--- src/rtl/node_integrator_pkg.sv ---
// Shared constants for the node integrator: datapath width, voltage rails
// and the settle state encoding.
package node_integrator_pkg;

   localparam int W = 16;

   localparam logic signed [W-1:0] HI = 16'sd16384;
   localparam logic signed [W-1:0] LO = -16'sd16384;

   typedef logic [0:0] state_t;

   localparam state_t ST_SLEW    = 1'b0;
   localparam state_t ST_SETTLED = 1'b1;

endpackage

--- src/rtl/current_summer.sv ---
// Combinational signed sum of N packed currents, widened so the total never
// overflows before it reaches the integrator.
module current_summer #(
   parameter int N  = 4,
   parameter int W  = 16,
   parameter int SW = W + $clog2(N) + 1
) (
   input  logic [N*W-1:0]        i_in,
   output logic signed [SW-1:0]  sum
);

   logic signed [W-1:0] slice;

   // Sign-extend every slice to the full sum width before accumulating.
   always_comb begin
      sum   = '0;
      slice = '0;
      for (int k = 0; k < N; k++) begin
         slice = i_in[k*W +: W];
         sum   = sum + SW'(slice);
      end
   end

endmodule

--- src/rtl/node_integrator.sv ---
// Node voltage integrator: accumulates scaled input current into a clamped
// voltage register, tracks a hysteretic logic level and detects settling.
module node_integrator
   import node_integrator_pkg::*;
#(
   parameter int N      = 4,
   parameter int CSHIFT = 2,
   parameter int EPS    = 1,
   parameter int SETTLE = 8,
   parameter logic signed [W-1:0] VTH_HI = HI >>> 1,
   parameter logic signed [W-1:0] VTH_LO = LO >>> 1
) (
   input  logic                clk,
   input  logic                reset,
   input  logic                step,
   input  logic                load,
   input  logic signed [W-1:0] load_v,
   input  logic [N*W-1:0]      i_in,
   output logic signed [W-1:0] v,
   output logic                logic_out,
   output logic                settled,
   output logic                sat
);

   localparam int SW = W + $clog2(N) + 1;
   localparam int CW = $clog2(SETTLE + 1);

   localparam logic [CW-1:0]    SETTLE_C = CW'(SETTLE);
   localparam logic signed [SW:0] EPS_X  = (SW+1)'(EPS);
   localparam logic signed [SW:0] HI_X   = (SW+1)'(HI);
   localparam logic signed [SW:0] LO_X   = (SW+1)'(LO);

   // Saturate a full-width voltage onto the rails.
   function automatic logic signed [W-1:0] clamp_v(input logic signed [SW:0] x);
      if (x > HI_X)      return HI;
      else if (x < LO_X) return LO;
      else               return x[W-1:0];
   endfunction

   function automatic logic out_of_range(input logic signed [SW:0] x);
      return (x > HI_X) || (x < LO_X);
   endfunction

   logic signed [SW-1:0] sum;
   logic signed [SW-1:0] dv;
   logic signed [SW:0]   v_full;
   logic signed [SW:0]   dv_abs;
   logic signed [W-1:0]  v_step;
   logic                 quiet;
   logic [CW-1:0]        cnt;
   logic [CW-1:0]        cnt_next;
   state_t               state;

   current_summer #(
      .N  (N),
      .W  (W),
      .SW (SW)
   ) u_summer (
      .i_in (i_in),
      .sum  (sum)
   );

   // Capacitance scaling: arithmetic shift floors toward minus infinity.
   assign dv = sum >>> CSHIFT;

   // Candidate step result and quiet decision; a step pinned at a rail that
   // leaves v unchanged is quiet even when the raw dv is large.
   always_comb begin
      v_full = (SW+1)'(v) + (SW+1)'(dv);
      v_step = clamp_v(v_full);
      dv_abs = dv[SW-1] ? -((SW+1)'(dv)) : (SW+1)'(dv);
      quiet  = (dv_abs <= EPS_X) || (v_step == v);
      if (!quiet)                cnt_next = '0;
      else if (cnt == SETTLE_C)  cnt_next = cnt;
      else                       cnt_next = cnt + CW'(1);
   end

   // Voltage, clamp flag, quiet counter and settle state; load beats step.
   always_ff @(posedge clk) begin
      if (reset) begin
         v     <= LO;
         sat   <= 1'b0;
         cnt   <= '0;
         state <= ST_SLEW;
      end else if (load) begin
         v     <= clamp_v((SW+1)'(load_v));
         sat   <= 1'b0;
         cnt   <= '0;
         state <= ST_SLEW;
      end else if (step) begin
         v     <= v_step;
         sat   <= out_of_range(v_full);
         cnt   <= cnt_next;
         if (!quiet)
            state <= ST_SLEW;
         else if (cnt_next == SETTLE_C)
            state <= ST_SETTLED;
      end
   end

   // Hysteretic logic level derived from the registered voltage.
   always_ff @(posedge clk) begin
      if (reset)
         logic_out <= 1'b0;
      else if (v > VTH_HI)
         logic_out <= 1'b1;
      else if (v < VTH_LO)
         logic_out <= 1'b0;
   end

   assign settled = (state == ST_SETTLED);

endmodule

--- config.mk ---
export PLATFORM = sky130hd
export DESIGN_NAME = node_integrator
export DESIGN_NICKNAME = d
export VERILOG_FILES = /design/src/rtl/node_integrator_pkg.sv /design/src/rtl/current_summer.sv /design/src/rtl/node_integrator.sv
export SDC_FILE = /design/constraint.sdc
export NUM_CORES = 1
export LEC_CHECK = 0
export BUFFER_PORTS_ARGS = -buffer_cell sky130_fd_sc_hd__buf_4
export CORE_ASPECT_RATIO = 0.8
export CORE_MARGIN = 5
export CORE_UTILIZATION = 58
export DETAILED_ROUTE_END_ITERATION = 12
export HOLD_SLACK_MARGIN = 0.05
export PLACE_DENSITY_LB_ADDON = 0.2
export SYNTH_ARGS = -nofsm -noshare
export SYNTH_HDL_FRONTEND = slang
export SYNTH_SLANG_ARGS = --single-unit
--- constraint.sdc ---
create_clock -name clk -period 8.2 [get_ports clk]
set_input_delay 0.41 -clock clk [delete_from_list [all_inputs] [get_ports clk]]
set_output_delay 0.41 -clock clk [all_outputs]
set_load 0.05 [all_outputs]
==> reports/qor.txt <==
Port Buffers -> 102
Worst Tran Pin Value -> 1.16 ns
CP max FO -> 8
Worst EP required -> 8.38 ns
Final Hold Violating Endpoints -> 0
critical path launch point -> i_in[1]
Hold Path Depth -> 3
# setup viols final -> 0
period utilisation layout -> 94.1%
post-synthesis cell count -> 670
Post-Syn Nets -> 825
Synth Flop Type -> dfxtp_1
EDFF count, synth -> 0
Clock Tree Buf Depth -> 2
combinational power share -> 91.1%
Net Switching -> 1.66 mW
Max-slew headroom -> 22.2%
DR vias/cell -> 6.51
Starting DRT DRC Count -> 644
critical path's slowest cell -> fa_1
Yosys cell types -> 79
Wirelength per Cell -> 17.9 microns
vias in the first global route -> 5291
Sw Ratio -> 58.4%
final instance area -> 6090 sq um
placed instance count -> 880
Final Slew Violations -> 0
status -> finished clean
GRT overflow -> 0
CTS tree -> built
Max IR drop VDD -> 0.000333 V
clk sink count -> 23
Post-synth ARST share -> 0%
CTS Buf Count -> 3
synth-to-layout area growth -> 20.9%
Die X -> 114 microns
Detail Route Antenna Nets -> 0
Setup TNS -> 0 ns
antenna violations before repair -> 0
#FFs+latches synth -> 23
Row Count -> 30
YS warnings -> 0
DR DRC count -> 0
fmax -> 0.130 GHz
max-cap violation count -> 0
Hold EP -> v[15]$_SDFFE_PP1P_
PnR Total Power -> 2.84 mW
Worst-Skew Late Latency -> 0.26 ns
Root Driver -> clkbuf_8
Power Internal -> 1.18 mW
GRT Total Usage -> 28.6%
worst reg2reg endpoint -> cnt[2]$_SDFFE_PP0P_
Pre-antenna DRT Iters -> 5
layout cells sized above 1 -> 21.3%
GP Congestion -> 0.996
H-tree Lvls -> 1
largest net degree at the start of global routing -> 29
# diodes -> 0
Setup CP Type -> primary input to flip-flop
Critical R2R Launch -> v[0]$_SDFFE_PP0P_
CP endpoint kind -> flip-flop
Die Ht -> 93.4 microns
DP Area -> 5980 sq um
die area -> 10700 sq um
Clk pwr share -> 2.5%
I/O Pins -> 103
Clock Skew -> 0.00122 ns
clock-pin slew on the worst setup and hold paths -> 0.08 ns
first-pass GRT wire length -> 25400 microns
Reg power frac -> 6.4%
P_leak -> 2.65 nW
final non-filler cell total -> 885
final net count -> 929
worst r2r path cells -> 14
Hold WC Path Type -> primary input to flip-flop
Worst Hold Launch -> load_v[15]
Core Region -> 8480 sq um
Arrival @ worst endpoint -> 7.89 ns
crit path time final -> 7.72 ns
post-synthesis sequential area ratio -> 9.14%
fillers -> 716
Detailed Place HPWL -> 13200 microns
detailed-route via count -> 5758
element type at the critical path start -> primary input
Starting Density -> 59.4%
largest stage delay on the critical path -> 0.47 ns
reg2reg setup slack -> 3.90 ns
Mean Syn Cell Area -> 7.52 sq um
PwrDens -> 467 nW/um^2
cell area after synthesis -> 5040 sq um
WL final -> 15800 microns
## synth_stat cells, drive strengths merged, types with 5 or more instances
cell | instances | area share, %
nor4 | 10 | 1.4
nand2b | 7 | 0.87
a21oi | 41 | 4.1
nor3b | 6 | 0.89
a21boi | 6 | 0.89
nand2 | 50 | 3.7
nor2 | 67 | 5.0
nand3 | 14 | 1.4
o22ai | 6 | 0.87
o211ai | 9 | 1.3
xor2 | 11 | 1.9
and3 | 12 | 1.5
mux2i | 5 | 0.99
nand4 | 8 | 0.99
o2111ai | 6 | 1.0
nor2b | 9 | 1.1
ha | 53 | 13
clkbuf | 15 | 1.1
inv | 42 | 3.1
o31a | 6 | 1.0
o21ai | 41 | 4.1
nor3 | 13 | 1.3
dfxtp | 23 | 9.1
a31oi | 9 | 1.1
or4 | 5 | 0.82
xnor2 | 28 | 5.0
a22oi | 18 | 2.7
a211oi | 29 | 4.6
or3 | 9 | 1.2
and2 | 7 | 0.87
or2 | 8 | 0.99
a21o | 13 | 2.0
o21a | 6 | 0.92
fa | 18 | 7.2
## how the worst max path moves through the flow
stage | end | slack [ns] | depth (start not counted)
6_report | cnt[2]$_SDFFE_PP0P_ | 0.48 | 36
5_1_grt | cnt[2]$_SDFFE_PP0P_ | -0.01 | 35
4_1_cts | cnt[0]$_SDFFE_PP0P_ | 0.05 | 36
3_3_place_gp | cnt[0]$_SDFFE_PP0P_ | 0.20 | 36
3_5_place_dp | cnt[2]$_SDFFE_PP0P_ | -0.19 | 36
2_1_floorplan | v[5]$_SDFFE_PP0P_ | 0.71 | 37
## flip-flops by register name, summed over array words and instances, names as in the netlist
signal and flops:
v 16, sat 1, settled 1, logic_out 1
cnt 4
## cell type report
cell class              count  area (sq um)  share of cell area (%)
flip-flops and latches     23           460                    7.56
inverters                  42           158                    2.59
multi-input cells         587          4410                    72.4
well taps                 112           140                    2.30
repair buffers            117           878                    14.4
clock buffers               4          45.0                   0.739
## routing by layer
layer / global-route usage (%) / share of wire, %
met1: 43.5 / 45
met2: 42.8 / 43
met3: 4.66 / 11
met4: 4.75 / 1.3
met5: 0 / 0
## cell families (layout without fill, tap and decap cells)
| group | count (synthesis) | count (layout) | synth area share (%) |
|---|---|---|---|
| and+or+nand+nor | 242 | 242 | 25.1 |
| AOI/OAI and AO/OA | 226 | 226 | 32.1 |
| adders and majority gates | 71 | 71 | 20.3 |
| buffers and inverters | 60 | 163 | 4.50 |
| xor gates and xnor gates | 39 | 39 | 6.93 |
| DFF | 23 | 23 | 9.14 |
| muxes | 9 | 9 | 1.89 |
## power groups by stage
| stage | logic, mW | registers (mW) | clock network, mW |
|---|---|---|---|
| after floorplan | 1.72 | 0.226 | 0 |
| after global placement | 2.38 | 0.178 | 0 |
| after detailed placement | 2.43 | 0.179 | 0 |
| after CTS | 2.45 | 0.177 | 0.0697 |
| after global routing | 2.80 | 0.182 | 0.0739 |
| final | 2.59 | 0.182 | 0.0701 |
## worst max-delay path, delay by kind of cell
family                   cells  cell delay (ns)
buffers and inverters        5             0.47
adder cells (fa/ha/maj)      5             1.77
AO/OA/AOI/OAI               19             3.86
XOR/XNOR                     1             0.12
AND/OR/NAND/NOR              6             1.27
## metrics by stage
step | utilization (%) | hold WS (ns) | worst slack [ns]
finish | 71.8 | 0.371 | 0.485
global route | 71.8 | 0.378 | -0.0105
CTS | 71.0 | 0.371 | 0.0535
detailed placement | 70.5 | 0.530 | -0.185
global placement | 70.5 | 0.526 | 0.202
floorplan | - | 0.503 | 0.712
## placed cells by master, fill, tap and decap left out, types with 5 or more instances in the layout
| cell type | instances |
|---|---|
| a211oi_1 | 24 |
| a21boi_1 | 5 |
| a21o_1 | 10 |
| a21oi_1 | 41 |
| a22oi_1 | 18 |
| a31oi_1 | 9 |
| and2_1 | 7 |
| and3_1 | 12 |
| buf_4 | 117 |
| dfxtp_1 | 23 |
| fa_1 | 18 |
| ha_1 | 50 |
| inv_1 | 39 |
| mux2i_1 | 5 |
| nand2_1 | 50 |
| nand2b_1 | 7 |
| nand3_1 | 14 |
| nand4_1 | 8 |
| nor2_1 | 67 |
| nor2b_1 | 9 |
| nor3_1 | 13 |
| nor3b_1 | 6 |
| nor4_1 | 8 |
| o2111ai_1 | 5 |
| o211ai_1 | 9 |
| o21a_1 | 5 |
| o21ai_0 | 30 |
| o21ai_1 | 11 |
| o22ai_1 | 5 |
| o31a_1 | 6 |
| or3_1 | 8 |
| xnor2_1 | 26 |
| xor2_1 | 11 |
## timing repair
action	4_1_cts	5_1_grt
hold buffers	0	0
setup endpoints to repair	0	19
endpoints found under the hold margin	0	0
resized for setup	0	17
setup buffers	0	1
No activity file was read; power rests on OpenSTA's default activity.
